`src/rtl/ring_pkg.sv`:
```
// Shared definitions for the ring memory stop: slot types, controller
// state encoding and the queued read-request record.
package ring_pkg;

    localparam logic [3:0] SLOT_TOKEN = 4'd1;
    localparam logic [3:0] SLOT_ADDR  = 4'd2;
    localparam logic [3:0] SLOT_WDATA = 4'd3;
    localparam logic [3:0] SLOT_RDATA = 4'd4;
    localparam logic [3:0] SLOT_NULL  = 4'd7;

    localparam int LINE_WORDS     = 8;
    localparam int REQ_FIFO_DEPTH = 4;

    typedef enum logic [2:0] {
        ST_IDLE    = 3'd0,
        ST_WR_CMD  = 3'd1,
        ST_WR_DATA = 3'd2,
        ST_RD_CMD  = 3'd3,
        ST_RD_DATA = 3'd4
    } ring_state_e;

    typedef struct packed {
        logic [27:0] addr;
        logic [3:0]  core;
    } rd_req_t;

endpackage

```
`src/rtl/ring_mem_stop_if.sv`:
```
// Memory-controller side of the ring stop: command, write-data and read-data channels.
// Handshake: a command transfers on a cycle where mCmdValid && mCmdReady; each mWDataRd
// pulse consumes the word on mWData; each mRDataValid pulse delivers one beat on mRData.
interface ring_mem_if;
    logic        mCmdValid;
    logic        mCmdReady;
    logic        mCmdWrite;
    logic [27:0] mCmdAddr;
    logic [31:0] mWData;
    logic        mWDataRd;
    logic [31:0] mRData;
    logic        mRDataValid;

    modport master (
        output mCmdValid, mCmdWrite, mCmdAddr, mWData,
        input  mCmdReady, mWDataRd, mRData, mRDataValid
    );

    modport slave (
        input  mCmdValid, mCmdWrite, mCmdAddr, mWData,
        output mCmdReady, mWDataRd, mRData, mRDataValid
    );
endinterface

```
`src/rtl/ring_req_fifo.sv`:
```
// Small synchronous FIFO for queued read requests. A push while full is
// accepted only if a pop happens in the same cycle.
module ring_req_fifo #(
    parameter int DEPTH = 4,
    parameter int WIDTH = 32
) (
    input  logic             clk,
    input  logic             rst,
    input  logic             push,
    input  logic [WIDTH-1:0] din,
    input  logic             pop,
    output logic [WIDTH-1:0] dout,
    output logic             full,
    output logic             empty
);
    localparam int AW = (DEPTH > 1) ? $clog2(DEPTH) : 1;

    logic [WIDTH-1:0] mem_q [DEPTH];
    logic [AW-1:0]    wptr_q, rptr_q;
    logic [AW:0]      count_q;
    logic             do_push, do_pop;

    assign full    = (count_q == (AW+1)'(DEPTH));
    assign empty   = (count_q == '0);
    assign do_pop  = pop && !empty;
    assign do_push = push && (!full || do_pop);
    assign dout    = mem_q[rptr_q];

    always_ff @(posedge clk) begin
        if (do_push) mem_q[wptr_q] <= din;
    end

    always_ff @(posedge clk or posedge rst) begin
        if (rst) begin
            wptr_q  <= '0;
            rptr_q  <= '0;
            count_q <= '0;
        end else begin
            if (do_push) wptr_q <= (wptr_q == AW'(DEPTH-1)) ? '0 : wptr_q + 1'b1;
            if (do_pop)  rptr_q <= (rptr_q == AW'(DEPTH-1)) ? '0 : rptr_q + 1'b1;
            case ({do_push, do_pop})
                2'b10:   count_q <= count_q + 1'b1;
                2'b01:   count_q <= count_q - 1'b1;
                default: count_q <= count_q;
            endcase
        end
    end
endmodule

```
`src/rtl/ring_mem_stop.sv`:
```
// Ring stop in front of a memory controller: absorbs address/write-data slots, buffers one
// write line and queues reads. Optional line counters under `ifdef RING_MEM_STATS_EN.
module ring_mem_stop
    import ring_pkg::*;
(
    input  logic        clock,
    input  logic        reset,
    input  logic [31:0] RingIn,
    input  logic [3:0]  SlotTypeIn,
    input  logic [3:0]  SrcDestIn,
    output logic [31:0] RingOut,
    output logic [3:0]  SlotTypeOut,
    output logic [3:0]  SrcDestOut,
    output logic [31:0] RDreturn,
    output logic [3:0]  RDdest,
    output logic        overflow,
    ring_mem_if.master  mem,
    output ring_state_e dbg_state_o
`ifdef RING_MEM_STATS_EN
    ,
    output logic [15:0] rdCount,
    output logic [15:0] wrCount
`endif
);
    ring_state_e state_q, state_d;
    logic [31:0] ring_q, rdret_q, rdret_d;
    logic [3:0]  slot_q, sd_q, rddest_q, rddest_d;
    logic        ovf_q;
    logic [2:0]  rptr_q, rptr_d, beat_q, beat_d, wcnt_q;
    logic        line_full_q;
    logic [27:0] wr_addr_q;
    logic [31:0] line_buf_q [LINE_WORDS];

    logic    is_addr, is_wdata, is_rd_addr, is_wr_addr, wd_accept;
    logic    fifo_pop, fifo_full, fifo_empty, line_free;
    rd_req_t push_req, head_req;

    assign is_addr    = (SlotTypeIn == SLOT_ADDR);
    assign is_wdata   = (SlotTypeIn == SLOT_WDATA);
    assign is_rd_addr = is_addr && RingIn[28];
    assign is_wr_addr = is_addr && !RingIn[28];
    // A word arriving on the cycle the buffer drains lands in the freshly freed line.
    assign wd_accept  = is_wdata && (!line_full_q || line_free);
    assign push_req   = '{addr: RingIn[27:0], core: SrcDestIn};

    ring_req_fifo #(
        .DEPTH (REQ_FIFO_DEPTH),
        .WIDTH ($bits(rd_req_t))
    ) u_req_fifo (
        .clk   (clock),
        .rst   (reset),
        .push  (is_rd_addr),
        .din   (push_req),
        .pop   (fifo_pop),
        .dout  (head_req),
        .full  (fifo_full),
        .empty (fifo_empty)
    );

    always_comb begin
        state_d       = state_q;
        rptr_d        = rptr_q;
        beat_d        = beat_q;
        rdret_d       = '0;
        rddest_d      = '0;
        fifo_pop      = 1'b0;
        line_free     = 1'b0;
        mem.mCmdValid = 1'b0;
        mem.mCmdWrite = 1'b0;
        mem.mCmdAddr  = '0;
        mem.mWData    = '0;
        case (state_q)
            ST_IDLE: begin
                if (line_full_q)      state_d = ST_WR_CMD;
                else if (!fifo_empty) state_d = ST_RD_CMD;
            end
            ST_WR_CMD: begin
                mem.mCmdValid = 1'b1;
                mem.mCmdWrite = 1'b1;
                mem.mCmdAddr  = wr_addr_q;
                if (mem.mCmdReady) state_d = ST_WR_DATA;
            end
            ST_WR_DATA: begin
                mem.mWData = line_buf_q[rptr_q];
                if (mem.mWDataRd) begin
                    rptr_d = rptr_q + 3'd1;
                    if (rptr_q == 3'd7) begin
                        line_free = 1'b1;
                        state_d   = ST_IDLE;
                    end
                end
            end
            ST_RD_CMD: begin
                mem.mCmdValid = 1'b1;
                mem.mCmdAddr  = head_req.addr;
                if (mem.mCmdReady) state_d = ST_RD_DATA;
            end
            ST_RD_DATA: begin
                if (mem.mRDataValid) begin
                    rdret_d  = mem.mRData;
                    rddest_d = head_req.core;
                    beat_d   = beat_q + 3'd1;
                    if (beat_q == 3'd7) begin
                        fifo_pop = 1'b1;
                        state_d  = ST_IDLE;
                    end
                end
            end
            default: state_d = ST_IDLE;
        endcase
    end

    always_ff @(posedge clock) begin
        if (wd_accept) line_buf_q[wcnt_q] <= RingIn;
    end

    always_ff @(posedge clock or posedge reset) begin
        if (reset) begin
            state_q     <= ST_IDLE;
            ring_q      <= '0;
            slot_q      <= '0;
            sd_q        <= '0;
            rdret_q     <= '0;
            rddest_q    <= '0;
            ovf_q       <= 1'b0;
            rptr_q      <= '0;
            beat_q      <= '0;
            wcnt_q      <= '0;
            line_full_q <= 1'b0;
            wr_addr_q   <= '0;
        end else begin
            state_q  <= state_d;
            rptr_q   <= rptr_d;
            beat_q   <= beat_d;
            rdret_q  <= rdret_d;
            rddest_q <= rddest_d;
            if (is_addr || is_wdata) begin
                slot_q <= SLOT_NULL;
                ring_q <= '0;
                sd_q   <= '0;
            end else begin
                slot_q <= SlotTypeIn;
                ring_q <= RingIn;
                sd_q   <= SrcDestIn;
            end
            if (wd_accept) wcnt_q <= wcnt_q + 3'd1;
            if (is_wr_addr) begin
                wr_addr_q   <= RingIn[27:0];
                line_full_q <= 1'b1;
            end else if (line_free) begin
                line_full_q <= 1'b0;
            end
            if ((is_wdata && !wd_accept) || (is_rd_addr && fifo_full && !fifo_pop))
                ovf_q <= 1'b1;
        end
    end

`ifdef RING_MEM_STATS_EN
    logic [15:0] rd_count_q, wr_count_q;

    always_ff @(posedge clock or posedge reset) begin
        if (reset) begin
            rd_count_q <= '0;
            wr_count_q <= '0;
        end else begin
            if (fifo_pop)  rd_count_q <= rd_count_q + 16'd1;
            if (line_free) wr_count_q <= wr_count_q + 16'd1;
        end
    end

    assign rdCount = rd_count_q;
    assign wrCount = wr_count_q;
`endif

    assign RingOut     = ring_q;
    assign SlotTypeOut = slot_q;
    assign SrcDestOut  = sd_q;
    assign RDreturn    = rdret_q;
    assign RDdest      = rddest_q;
    assign overflow    = ovf_q;
    assign dbg_state_o = state_q;
endmodule
```
`src/flat_wrapper.sv`:
```
// flat-port wrapper written by rule: the top's interface ports become plain ports
module ring_mem_stop_flat import ring_pkg::*;
  (clock, reset, RingIn, SlotTypeIn, SrcDestIn, RingOut, SlotTypeOut, SrcDestOut, RDreturn, RDdest, overflow, dbg_state_o, mem_mCmdValid, mem_mCmdWrite, mem_mCmdAddr, mem_mWData, mem_mCmdReady, mem_mWDataRd, mem_mRData, mem_mRDataValid);
  ring_mem_if mem_i ();
  input  logic clock;
  input  logic reset;
  input  logic [31:0] RingIn;
  input  logic [3:0] SlotTypeIn;
  input  logic [3:0] SrcDestIn;
  output logic [31:0] RingOut;
  output logic [3:0] SlotTypeOut;
  output logic [3:0] SrcDestOut;
  output logic [31:0] RDreturn;
  output logic [3:0] RDdest;
  output logic overflow;
  output ring_state_e dbg_state_o;
  output wire logic [$bits(mem_i.mCmdValid)-1:0] mem_mCmdValid;
  output wire logic [$bits(mem_i.mCmdWrite)-1:0] mem_mCmdWrite;
  output wire logic [$bits(mem_i.mCmdAddr)-1:0] mem_mCmdAddr;
  output wire logic [$bits(mem_i.mWData)-1:0] mem_mWData;
  input wire logic [$bits(mem_i.mCmdReady)-1:0] mem_mCmdReady;
  input wire logic [$bits(mem_i.mWDataRd)-1:0] mem_mWDataRd;
  input wire logic [$bits(mem_i.mRData)-1:0] mem_mRData;
  input wire logic [$bits(mem_i.mRDataValid)-1:0] mem_mRDataValid;
  assign mem_mCmdValid = mem_i.mCmdValid;
  assign mem_mCmdWrite = mem_i.mCmdWrite;
  assign mem_mCmdAddr = mem_i.mCmdAddr;
  assign mem_mWData = mem_i.mWData;
  assign mem_i.mCmdReady = mem_mCmdReady;
  assign mem_i.mWDataRd = mem_mWDataRd;
  assign mem_i.mRData = mem_mRData;
  assign mem_i.mRDataValid = mem_mRDataValid;
  ring_mem_stop u_core (.clock(clock), .reset(reset), .RingIn(RingIn), .SlotTypeIn(SlotTypeIn), .SrcDestIn(SrcDestIn), .RingOut(RingOut), .SlotTypeOut(SlotTypeOut), .SrcDestOut(SrcDestOut), .RDreturn(RDreturn), .RDdest(RDdest), .overflow(overflow), .mem(mem_i), .dbg_state_o(dbg_state_o));
endmodule
```
`config.mk`:
```
export PLATFORM = sky130hd
export DESIGN_NAME = ring_mem_stop_flat
export DESIGN_NICKNAME = d
export VERILOG_FILES = /design/src/rtl/ring_pkg.sv /design/src/rtl/ring_mem_stop_if.sv /design/src/rtl/ring_req_fifo.sv /design/src/rtl/ring_mem_stop.sv /design/src/flat_wrapper.sv
export SDC_FILE = /design/constraint.sdc
export NUM_CORES = 1
export LEC_CHECK = 0
export ABC_CLOCK_PERIOD_IN_PS = 7900
export BUFFER_PORTS_ARGS = -buffer_cell sky130_fd_sc_hd__buf_2
export CAP_MARGIN = 20
export CORE_ASPECT_RATIO = 1.1
export CORE_MARGIN = 10
export CORE_UTILIZATION = 50
export CTS_CLUSTER_DIAMETER = 80
export DETAILED_ROUTE_END_ITERATION = 12
export HOLD_SLACK_MARGIN = 0.03
export PLACE_DENSITY = 0.7
export SLEW_MARGIN = 20
export SYNTH_ARGS = -nofsm -noshare
export SYNTH_HDL_FRONTEND = slang
export SYNTH_HIERARCHICAL = 1
export SYNTH_SLANG_ARGS = --single-unit
```
`constraint.sdc`:
```
create_clock -name clock -period 7.9 [get_ports clock]
set_input_delay 0.395 -clock clock [delete_from_list [all_inputs] [get_ports clock]]
set_output_delay 0.395 -clock clock [all_outputs]
set_load 0.02 [all_outputs]
```
==> results.py, run 1 <==
metrics = {
    "synth": {
        "synth_compound_area_frac": 0.0200,
        "synth-xor-area-share": 0.00317,
        "netlist_area_mm2": 0.0193,
        "syn_nets": 1034,
        "synth_warnings": 6,
        "synth-simple-area-share": 0.0427,
        "synthMuxAreaShare": 0.151,
        "post_synth_fa_ha_maj_area_fraction": 0.00816,
        "avgSynthCellArea_um2": 20.4,
        "synth_top_family_by_area": "multiplexers",
        "yosysSeqAreaShare": 0.759,
        "synth_edf_count": 384,
        "synth.distinct_cells": 43,
        "ys_async_sr_fraction": 0.246,
        "ys.flop_type": "edfxtp_1",
        "synth_seq_cells": 509,
        "synthCells": 945,
    },
    "final_layout": {
        "fillers": 2737,
        "multi_input_area_mm2": 0.00441,
        "utilization": 0.602,
        "layout-drive-gt1-share": 0.365,
        "area_growth_pct": 19.1,
        "ff_latch_area_mm2": 0.0147,
        "nNetsFinal": 1303,
    },
    "timing": {
        "fmax_ghz": 0.239,
        "tns_ps": 0,
        "hold_violations": 0,
        "min_period_ps": 4190,
        "worst_slew_pin_slew_ps": 1140,
        "holdWs_ps": 72.1,
        "setup_viol": 0,
        "min_period_over_period": 0.530,
        "fin_ws_ps": 3710,
        "slew_headroom": 0.243,
        "final-max-slew-violation-count": 0,
        "rsz0062_at_grt": "false",
        "final.setup_skew_ps": 22.1,
    },
    "cts": {
        "root_buffer": "clkbuf_16",
        "cts.repair.resized": 0,
        "cts_tree": "yes",
        "clock_latency_ps": 590,
        "clock-sinks": 509,
        "htree_levels": 2,
        "clock_path_buffers": 3,
        "cts-buffers-inserted": 49,
        "cts.clk_slew.worst_paths_ps": 60,
    },
    "critical_path": {
        "cp.arrival_ps": 4440,
        "cp-start-kind": "flip-flop",
        "end_kind": "flip-flop",
        "cp-startpoint": "u_core/rptr_q[1]$_DFFE_PP0P_",
        "worst-r2r-setup-slack_ps": 3710,
        "crit_fanout": 66,
        "r2r-start": "u_core/rptr_q[1]$_DFFE_PP0P_",
        "cp.required_ps": 8150,
        "critPathKind": "reg -> reg",
    },
    "placement": {
        "pre_cts_ws_ps": 3670,
        "place.gp.congestion": 0.745,
        "post-dp-hpwl_um": 24400,
        "io_buffers": 218,
    },
    "run_status": {
        "status": "finished, final reports clean",
    },
    "drt": {
        "drc": 0,
        "vias_per_cell": 5.49,
        "drtIter0Drc": 499,
        "wl_um": 41700,
        "firstDrtPassIters": 4,
        "vias": 9617,
        "postRouteAntennaNets": 0,
        "routedWlPerCell_um": 23.8,
    },
    "min_path": {
        "hold_class": "in -> reg",
        "holdCritStartpoint": "SlotTypeIn[2]",
    },
    "floorplanning": {
        "rows": 75,
        "dieArea_mm2": 0.0469,
        "io-pin-count": 219,
        "die_h_um": 226,
        "initial_core_util": 0.506,
        "core_mm2": 0.0382,
        "die_width_um": 207,
    },
    "grt": {
        "overflow": 0,
        "antenna_found_initial": 2,
        "grt_pass1_wl_um": 63900,
        "grt_pass1_vias": 10300,
        "grt_usage": 0.177,
        "grt_max_degree": 71,
    },
    "power": {
        "leakage_nw": 8.75,
        "ir_drop_mv": 0.272,
        "p_per_area_mw_per_mm2": 309,
    },
    "flow_run": {
        "cap_violations": 0,
    },
}
-- cells in the mapped netlist (11+ instances only) --
master / n / area, µm²
clkbuf_1: 21 / 78.8
mux2_4: 11 / 165
edfxtp_1: 384 / 11500
mux4_2: 96 / 2160
nor2b_1: 36 / 225
dfrtp_1: 125 / 3130
nor2_1: 40 / 150
buf_2: 22 / 110
ha_1: 11 / 138
mux2_2: 25 / 282
mux2i_1: 29 / 290
a22o_1: 32 / 280
inv_1: 14 / 52.6
and2_1: 39 / 244
-- worst paths after layout --
path                                                            end  cells after the start
setup / recovery                  u_core/line_buf_q[0][3]$_DFFE_PP_                      7
hold / removal                      u_core/SlotTypeOut[2]$_DFF_PP0_                      2
setup reg to reg                  u_core/line_buf_q[0][3]$_DFFE_PP_                      7
hold reg to reg                         u_core/overflow$_DFFE_PP0P_                      1
max in group asynchronous              u_core/rptr_q[0]$_DFFE_PP0P_                      4
min in group asynchronous  u_core/u_req_fifo/count_q[2]$_DFFE_PP0P_                      3
-- worst max-delay path: stages (launching register included) --
cell and delay (ps):
dfrtp_4 1050, ha_1 300, ha_1 140, nand2_1 90, o41ai_4 400, nand4b_1 440, nor3_2 950, buf_4 470
-- where the power goes --
group          internal (mW)  switching, mW  total (mW)
Sequential              3.01          0.191        3.20
Combinational          0.695          0.878        1.57
Clock                   1.37          0.962        2.34
Total                   5.08           2.03        7.11
-- cells in the final DEF, fill, tap and decap left out, types with 11 or more instances in the layout --
cell	n
buf_2	218
edfxtp_1	384
clkbuf_16	49
clkbuf_1	14
mux2_2	25
and2_1	38
dlygate4sd3_1	39
mux2_4	11
mux2i_1	29
nor2b_1	36
a22o_1	32
dfrtp_1	120
inv_1	13
nor2_1	34
ha_1	11
mux4_2	96
-- repair_timing --
| item | CTS | global route |
|---|---|---|
| endpoints found under the hold margin | 126 | 0 |
| buffers inserted | 0 | 0 |
| hold buffers | 39 | 0 |
-- final cells by class --
type / instances / area share
Clock buffer: 63 / 0.0556
Multi-Input combinational cell: 370 / 0.192
Timing Repair Buffer: 269 / 0.0711
Antenna cell: 1 / 0.000109
Clock inverter: 25 / 0.0139
Inverter: 15 / 0.00266
Sequential cell: 509 / 0.638
Tap cell: 500 / 0.0272
-- routing by layer --
| metal | wire, µm | GRT usage | vias to the layer above |
|---|---|---|---|
| met1 | 17300 | 0.226 | 5095 |
| met4 | 588 | 0.0471 | 0 |
| met3 | 2200 | 0.0387 | 46 |
| met5 | 0 | 0 | - |
| met2 | 21600 | 0.303 | 243 |
| li1 | - | - | 4233 |
-- per-stage QoR --
step | area [µm²] | power (mW) | std cells
after floorplan | 19300 | 4.31 | 945
after detailed placement | 20900 | 4.84 | 1620
after global placement | 20900 | 4.81 | 1620
after global routing | 23000 | 7.42 | 1752
final | 23000 | 7.11 | 1752
after CTS | 22900 | 7.20 | 1747
-- cell families (layout without fill, tap and decap cells) --
family / after synthesis / after routing
fa+ha+maj: 12 / 12
flops: 509 / 509
buf+inv: 66 / 372
simple gates: 146 / 146
mux: 162 / 162
compound gates: 43 / 43
xor+xnor: 7 / 7
other cells: 0 / 1
-- sequential cells by signal, indices dropped and copies added (netlist names) --
register and flops:
u_core/dbg_state_o 3, u_core/line_full_q 1, u_core/line_buf_q 256, u_core/SlotTypeOut 4, u_core/u_req_fifo/count_q 3, u_core/SrcDestOut 4
u_core/wcnt_q 3, u_core/u_req_fifo/wptr_q 2, u_core/u_req_fifo/mem_q 128, u_core/u_req_fifo/rptr_q 2, u_core/rptr_q 3, u_core/RDreturn 32
u_core/beat_q 3, u_core/RDdest 4, u_core/wr_addr_q 28, u_core/RingOut 32, u_core/overflow 1
Power figures use the tool's default switching activity.
==> inputs of run 2 (changes only) <==
--- a/config.mk
+++ b/config.mk
@@ -5,7 +5,8 @@
 export SDC_FILE = /design/constraint.sdc
 export NUM_CORES = 1
 export LEC_CHECK = 0
-export ABC_CLOCK_PERIOD_IN_PS = 7900
+export ABC_AREA = 1
+export ABC_CLOCK_PERIOD_IN_PS = 3400
 export BUFFER_PORTS_ARGS = -buffer_cell sky130_fd_sc_hd__buf_2
 export CAP_MARGIN = 20
 export CORE_ASPECT_RATIO = 1.1
@@ -14,7 +15,7 @@
 export CTS_CLUSTER_DIAMETER = 80
 export DETAILED_ROUTE_END_ITERATION = 12
 export HOLD_SLACK_MARGIN = 0.03
-export PLACE_DENSITY = 0.7
+export PLACE_DENSITY = 0.72
 export SLEW_MARGIN = 20
 export SYNTH_ARGS = -nofsm -noshare
 export SYNTH_HDL_FRONTEND = slang
==> constraint.sdc (replaced) <==
create_clock -name clock -period 3.4 [get_ports clock]
set_input_delay 0.17 -clock clock [delete_from_list [all_inputs] [get_ports clock]]
set_output_delay 0.17 -clock clock [all_outputs]
set_load 0.02 [all_outputs]
==> results.py, run 2 <==
metrics = {
    "timing": {
        "tns_ps": 0,
        "slew_headroom": 0.353,
        "hold_violations": 0,
        "final.setup_skew_ps": 25.7,
        "min_period_ps": 3080,
        "fmax_ghz": 0.324,
        "fin_ws_ps": 315,
        "final-max-slew-violation-count": 0,
        "worst_slew_pin_slew_ps": 970,
        "min_period_over_period": 0.907,
        "rsz0062_at_grt": "false",
        "setup_viol": 0,
    },
    "critical_path": {
        "cp.required_ps": 3230,
        "crit_fanout": 76,
        "cp_cell_sequence": "buf_4 -> o21ai_0 -> o21ai_0 -> nor2_1 -> nor2_1 -> buf_2",
        "cp_top_family": "buffers and inverters",
        "cp.arrival_ps": 2910,
        "path_buf_inv": 2,
        "cp-start-kind": "flip-flop",
        "critPathKind": "reg -> out",
        "end_kind": "output port",
        "cp_slowest_stage_delay_ps": 730,
        "slowest_stage": "buf_4",
    },
    "drt": {
        "routedWlPerCell_um": 19.6,
        "drtIter0Drc": 1165,
        "vias": 13800,
        "wl_um": 51000,
        "drc": 0,
        "postRouteAntennaNets": 0,
        "vias_per_cell": 5.31,
        "firstDrtPassIters": 5,
    },
    "power": {
        "ir_drop_mv": 0.379,
        "seq_power_share": 0.427,
        "netSwitchingFraction": 0.323,
        "leakage_nw": 10.1,
        "internal-power_mw": 11.4,
        "switching_power_mw": 5.45,
        "clockPowerShare": 0.324,
        "p_per_area_mw_per_mm2": 692,
        "share_comb_of_total_power": 0.250,
    },
    "floorplanning": {
        "core_mm2": 0.0401,
        "io-pin-count": 219,
        "die_width_um": 212,
        "initial_core_util": 0.505,
        "rows": 77,
        "die_h_um": 231,
        "dieArea_mm2": 0.0490,
    },
    "grt": {
        "overflow": 0,
        "grt_pass1_wl_um": 78900,
        "grt_pass1_vias": 13900,
        "antenna_found_initial": 0,
        "grt_usage": 0.206,
        "grt_max_degree": 99,
    },
    "synth": {
        "synth_largest_area_cell": "edfxtp_1",
        "yosysTopAreaCellShare": 0.569,
        "syn_nets": 1852,
        "synth.distinct_cells": 28,
        "synth_warnings": 6,
        "yosysSeqAreaShare": 0.724,
        "synth_area_leaders": "edfxtp_1, dfrtp_1, nor2_1",
        "synthCells": 1763,
        "ys.flop_type": "edfxtp_1",
        "yosysMostFrequentCell": "edfxtp_1",
        "netlist_area_mm2": 0.0203,
        "ys_async_sr_fraction": 0.246,
        "synth_edf_count": 384,
        "synth.top_cells.by_count": "edfxtp_1, nor2_1, nand2_1",
        "avgSynthCellArea_um2": 11.5,
        "synth_seq_cells": 509,
    },
    "cts": {
        "clock_latency_ps": 590,
        "cts_setup_buffers": 0,
        "clock_path_buffers": 3,
        "root_buffer": "clkbuf_16",
        "cts_tree": "yes",
        "cts.repair.resized": 0,
        "clock-sinks": 509,
        "cts-buffers-inserted": 51,
        "htree_levels": 2,
        "cts.clk_slew.worst_paths_ps": 60,
    },
    "final_layout": {
        "largest_reg_flops": 256,
        "top_regs": "u_core/line_buf_q (256), u_core/u_req_fifo/mem_q (128)",
        "layout-drive-gt1-share": 0.169,
        "top_register": "u_core/line_buf_q",
        "antennaDiodeCount": 0,
        "area_growth_pct": 20.5,
        "final_cell_mix": "edfxtp_1, nor2_1, nand2_1",
        "layout_commonest_cell": "edfxtp_1",
        "nNetsFinal": 2136,
    },
    "placement": {
        "io_buffers": 218,
        "place.gp.congestion": 0.797,
        "pre_cts_ws_ps": 551,
        "post-dp-hpwl_um": 30800,
    },
    "run_status": {
        "status": "finished, final reports clean",
    },
    "flow_run": {
        "cap_violations": 0,
    },
    "min_path": {
        "hold_class": "in -> async",
    },
}
[run 2: cell types whose count changed after synthesis, moves of 39 or more]
cell,before,now
nor2_1,40,349
nand2_1,6,243
o21ai_0,2,206
inv_1,14,162
mux4_2,96,0
nand3_1,1,55
and2_1,39,0
[run 2: cell families (layout without fill, tap and decap cells)]
logic type,count (synthesis),after routing,synth area share
and+or+nand+nor,660,660,0.128
DFF,509,509,0.724
AOI/OAI and AO/OA,315,315,0.0859
adders and majority gates,12,12,0.00778
xor gates and xnor gates,4,4,0.00173
buffers and inverters,263,589,0.0530
[run 2: worst paths after layout]
path                                                   startpoint                                       end  slack [ps]  cells past startpoint
worst max-delay path                 u_core/rptr_q[1]$_DFFE_PP0P_                             mem_mWData[4]         320                      6
min in group clock                                  SlotTypeIn[1]           u_core/SlotTypeOut[1]$_DFF_PP0_         260                      2
max in group asynchronous                                   reset           u_core/wr_addr_q[8]$_DFFE_PP0P_        2130                      4
worst max register to register  u_core/dbg_state_o[2]$_DFFE_PP0P_  u_core/u_req_fifo/count_q[1]$_DFFE_PP0P_         470                     11
worst min-delay path                                        reset  u_core/u_req_fifo/count_q[1]$_DFFE_PP0P_         130                      3
worst min register to register       u_core/beat_q[0]$_DFFE_PP0P_              u_core/beat_q[0]$_DFFE_PP0P_         490                      1
[run 2: worst reg2reg max path, cell delays in order, from the launching register on]
cell and delay (ps):
dfrtp_1 460, inv_1 150, nor3_2 320, nand3_1 190, inv_1 130, inv_1 50, nand3_1 110, nand2_1 300
ha_1 360, inv_1 120, fa_1 430, o21ai_0 230
[run 2: what timing repair did]
item | in CTS | in global routing
hold buffers | 76 | 0
endpoints found under the hold margin | 589 | 0
setup endpoints to repair | 0 | 0
[run 2: power groups by stage]
stage          registers (mW)  clock network [mW]  logic (mW)
2_1_floorplan            7.31                   0        2.76
3_3_place_gp             7.30                   0        4.05
3_5_place_dp             7.32                   0        4.14
4_1_cts                  7.20                5.54        4.24
5_1_grt                  7.23                5.82        4.67
6_report                 7.20                5.47        4.22
[run 2: final cells by class]
cell class              count  area, µm²
clock buffers              76       1490
well taps                 513        642
flip-flops and latches    509      14700
repair buffers            329       2210
inverters                 165        624
fillers                  3082      15700
multi-input cells         991       4620
clock inverters            19        153
[run 2: layer usage]
layer / global-route usage / up-vias / wire, µm / part of all wire
li1: - / 6501 / - / -
met3: 0.0454 / 75 / 3580 / 0.070
met5: 0 / - / 0 / 0
met4: 0.0681 / 0 / 1370 / 0.027
met2: 0.342 / 506 / 25300 / 0.50
met1: 0.264 / 6723 / 20700 / 0.41
[run 2: stage by stage]
stage	instances	power, mW	util	hold WS [ps]	area, µm²
global placement	2431	11.3	0.549	184	22000
floorplan	1763	10.1	-	-26.6	20300
detailed placement	2431	11.5	0.549	198	22000
finish	2602	16.9	0.609	129	24400
global route	2602	17.7	0.609	149	24400
CTS	2602	17.0	0.609	106	24400
==> inputs of run 3 (changes only) <==
--- a/config.mk
+++ b/config.mk
@@ -9,12 +9,13 @@
 export ABC_CLOCK_PERIOD_IN_PS = 3400
 export BUFFER_PORTS_ARGS = -buffer_cell sky130_fd_sc_hd__buf_2
 export CAP_MARGIN = 20
-export CORE_ASPECT_RATIO = 1.1
+export CORE_ASPECT_RATIO = 0.6
 export CORE_MARGIN = 10
 export CORE_UTILIZATION = 50
 export CTS_CLUSTER_DIAMETER = 80
 export DETAILED_ROUTE_END_ITERATION = 12
 export HOLD_SLACK_MARGIN = 0.03
+export MAX_ROUTING_LAYER = met4
 export PLACE_DENSITY = 0.72
 export SLEW_MARGIN = 20
 export SYNTH_ARGS = -nofsm -noshare
==> results.py, run 3 (synthesis results as in run 2) <==
metrics = {
    "critical_path": {
        "end_kind": "output port",
        "critPathKind": "reg -> out",
        "r2r-start": "u_core/dbg_state_o[2]$_DFFE_PP0P_",
        "slowest_stage": "buf_4",
        "r2r_cells": 9,
        "rr_endpoint": "u_core/u_req_fifo/mem_q[2][20]$_DFFE_PP_",
        "cp.required_ps": 3230,
        "cp-start-kind": "flip-flop",
        "worst-r2r-setup-slack_ps": 620,
        "cp_slowest_stage_delay_ps": 760,
        "crit_fanout": 96,
        "cp.arrival_ps": 2730,
        "cp_cell_sequence": "buf_4 -> o21ai_0 -> o21ai_0 -> nor2_1 -> nor2_1 -> buf_2",
    },
    "timing": {
        "fmax_ghz": 0.345,
        "holdWs_ps": 44.3,
        "rsz0062_at_grt": "false",
        "final-max-slew-violation-count": 0,
        "tns_ps": 0,
        "hold_violations": 0,
        "setup_viol": 0,
        "worst_slew_pin_slew_ps": 1070,
        "min_period_over_period": 0.854,
        "fin_ws_ps": 497,
        "final.setup_skew_ps": 11.4,
        "min_period_ps": 2900,
        "slew_headroom": 0.289,
    },
    "drt": {
        "drtIter0Drc": 1468,
        "postRouteAntennaNets": 0,
        "vias": 13700,
        "vias_per_cell": 5.28,
        "wl_um": 49900,
        "drc": 0,
        "routedWlPerCell_um": 19.3,
        "firstDrtPassIters": 5,
    },
    "cts": {
        "clock_latency_ps": 550,
        "cts.clk_slew.worst_paths_ps": 60,
        "clock-sinks": 509,
        "htree_levels": 2,
        "clock_path_buffers": 3,
        "root_buffer": "clkbuf_16",
        "hold_buffers": 75,
        "cts-buffers-inserted": 46,
        "cts_tree": "yes",
        "cts.repair.resized": 0,
        "cts_setup_buffers": 0,
    },
    "floorplanning": {
        "initial_core_util": 0.513,
        "die_width_um": 280,
        "die_h_um": 176,
        "core_mm2": 0.0395,
        "rows": 56,
        "dieArea_mm2": 0.0492,
        "io-pin-count": 219,
    },
    "power": {
        "p_per_area_mw_per_mm2": 679,
        "ir_drop_mv": 0.515,
        "leakage_nw": 9.97,
    },
    "grt": {
        "grt_usage": 0.206,
        "antenna_found_initial": 1,
        "overflow": 0,
        "grt_max_degree": 97,
        "grt_pass1_wl_um": 77900,
        "grt_pass1_vias": 13400,
    },
    "final_layout": {
        "largest_reg_flops": 256,
        "final_cell_mix": "edfxtp_1, nor2_1, nand2_1",
        "nNetsFinal": 2124,
        "layout_commonest_cell": "edfxtp_1",
        "utilization": 0.613,
        "final_cells": 2592,
        "top_register": "u_core/line_buf_q",
        "area_growth_pct": 19.6,
        "top_regs": "u_core/line_buf_q (256), u_core/u_req_fifo/mem_q (128)",
        "layout-drive-gt1-share": 0.163,
    },
    "placement": {
        "place.gp.congestion": 0.863,
        "post-dp-hpwl_um": 30600,
        "pre_cts_ws_ps": 507,
        "io_buffers": 218,
        "dp_cells": 2434,
    },
    "min_path": {
        "min_to": "u_core/RingOut[1]$_DFF_PP0_",
        "hold_depth": 3,
        "hold_class": "in -> reg",
        "holdCritStartpoint": "RingIn[1]",
    },
    "run_status": {
        "status": "finished, final reports clean",
    },
    "flow_run": {
        "cap_violations": 0,
    },
}
run 3: cell types whose count changed in the layout (fill, tap and decap cells not counted), moves of 3 or more:
cell and delta:
buf_4 -9, clkbuf_16 -4, buf_12 +3, clkbuf_1 -3
clkinv_4 -3
run 3: critical path, delay by kind of cell, from the launching register on:
kind                   cells  cell delay [ps]
flip-flops                 1              410
AND/OR/NAND/NOR            2              220
AO/OA/AOI/OAI              2              490
buffers and inverters      2              950
run 3: area by class of cell:
cell class / count / area, µm²
Tap cell: 522 / 653
Sequential cell: 509 / 14700
Clock inverter: 13 / 85.1
Multi-Input combinational cell: 991 / 4620
Antenna cell: 1 / 2.50
Clock buffer: 69 / 1380
Fill cell: 3050 / 15300
Timing Repair Buffer: 322 / 2200
Inverter: 165 / 626
run 3: how the worst max path moves through the flow:
stage                            startpoint                                       end  slack [ps]  cells after the start
3_3_place_gp                  SlotTypeIn[3]  u_core/u_req_fifo/mem_q[2][20]$_DFFE_PP_         580                      7
4_1_cts        u_core/rptr_q[1]$_DFFE_PP0P_                            mem_mWData[12]         490                      6
5_1_grt        u_core/rptr_q[1]$_DFFE_PP0P_                            mem_mWData[14]         280                      6
6_report       u_core/rptr_q[1]$_DFFE_PP0P_                             mem_mWData[0]         500                      6
3_5_place_dp                  SlotTypeIn[3]  u_core/u_req_fifo/mem_q[2][19]$_DFFE_PP_         510                      7
2_1_floorplan                         reset                u_core/RDdest[0]$_DFF_PP0_         100                      1
run 3: routing by layer:
metal / routed length, µm / share of wire / vias to the layer above / track usage
li1: - / - / 6467 / -
met1: 21700 / 0.43 / 6702 / 0.278
met2: 23900 / 0.48 / 461 / 0.318
met3: 3290 / 0.066 / 66 / 0.0381
met4: 1080 / 0.022 / 0 / 0.0541
met5: 0 / 0 / - / -
run 3: power breakdown:
group | internal, mW | switching [mW]
clock network | 2.87 | 2.17
logic | 1.28 | 2.99
registers | 6.97 | 0.175
run 3: per-stage QoR:
stage | instance area (µm²) | total power, mW
3_3_place_gp | 22000 | 11.4
2_1_floorplan | 20300 | 10.1
5_1_grt | 24200 | 17.3
4_1_cts | 24200 | 16.6
6_report | 24200 | 16.5
3_5_place_dp | 22000 | 11.5
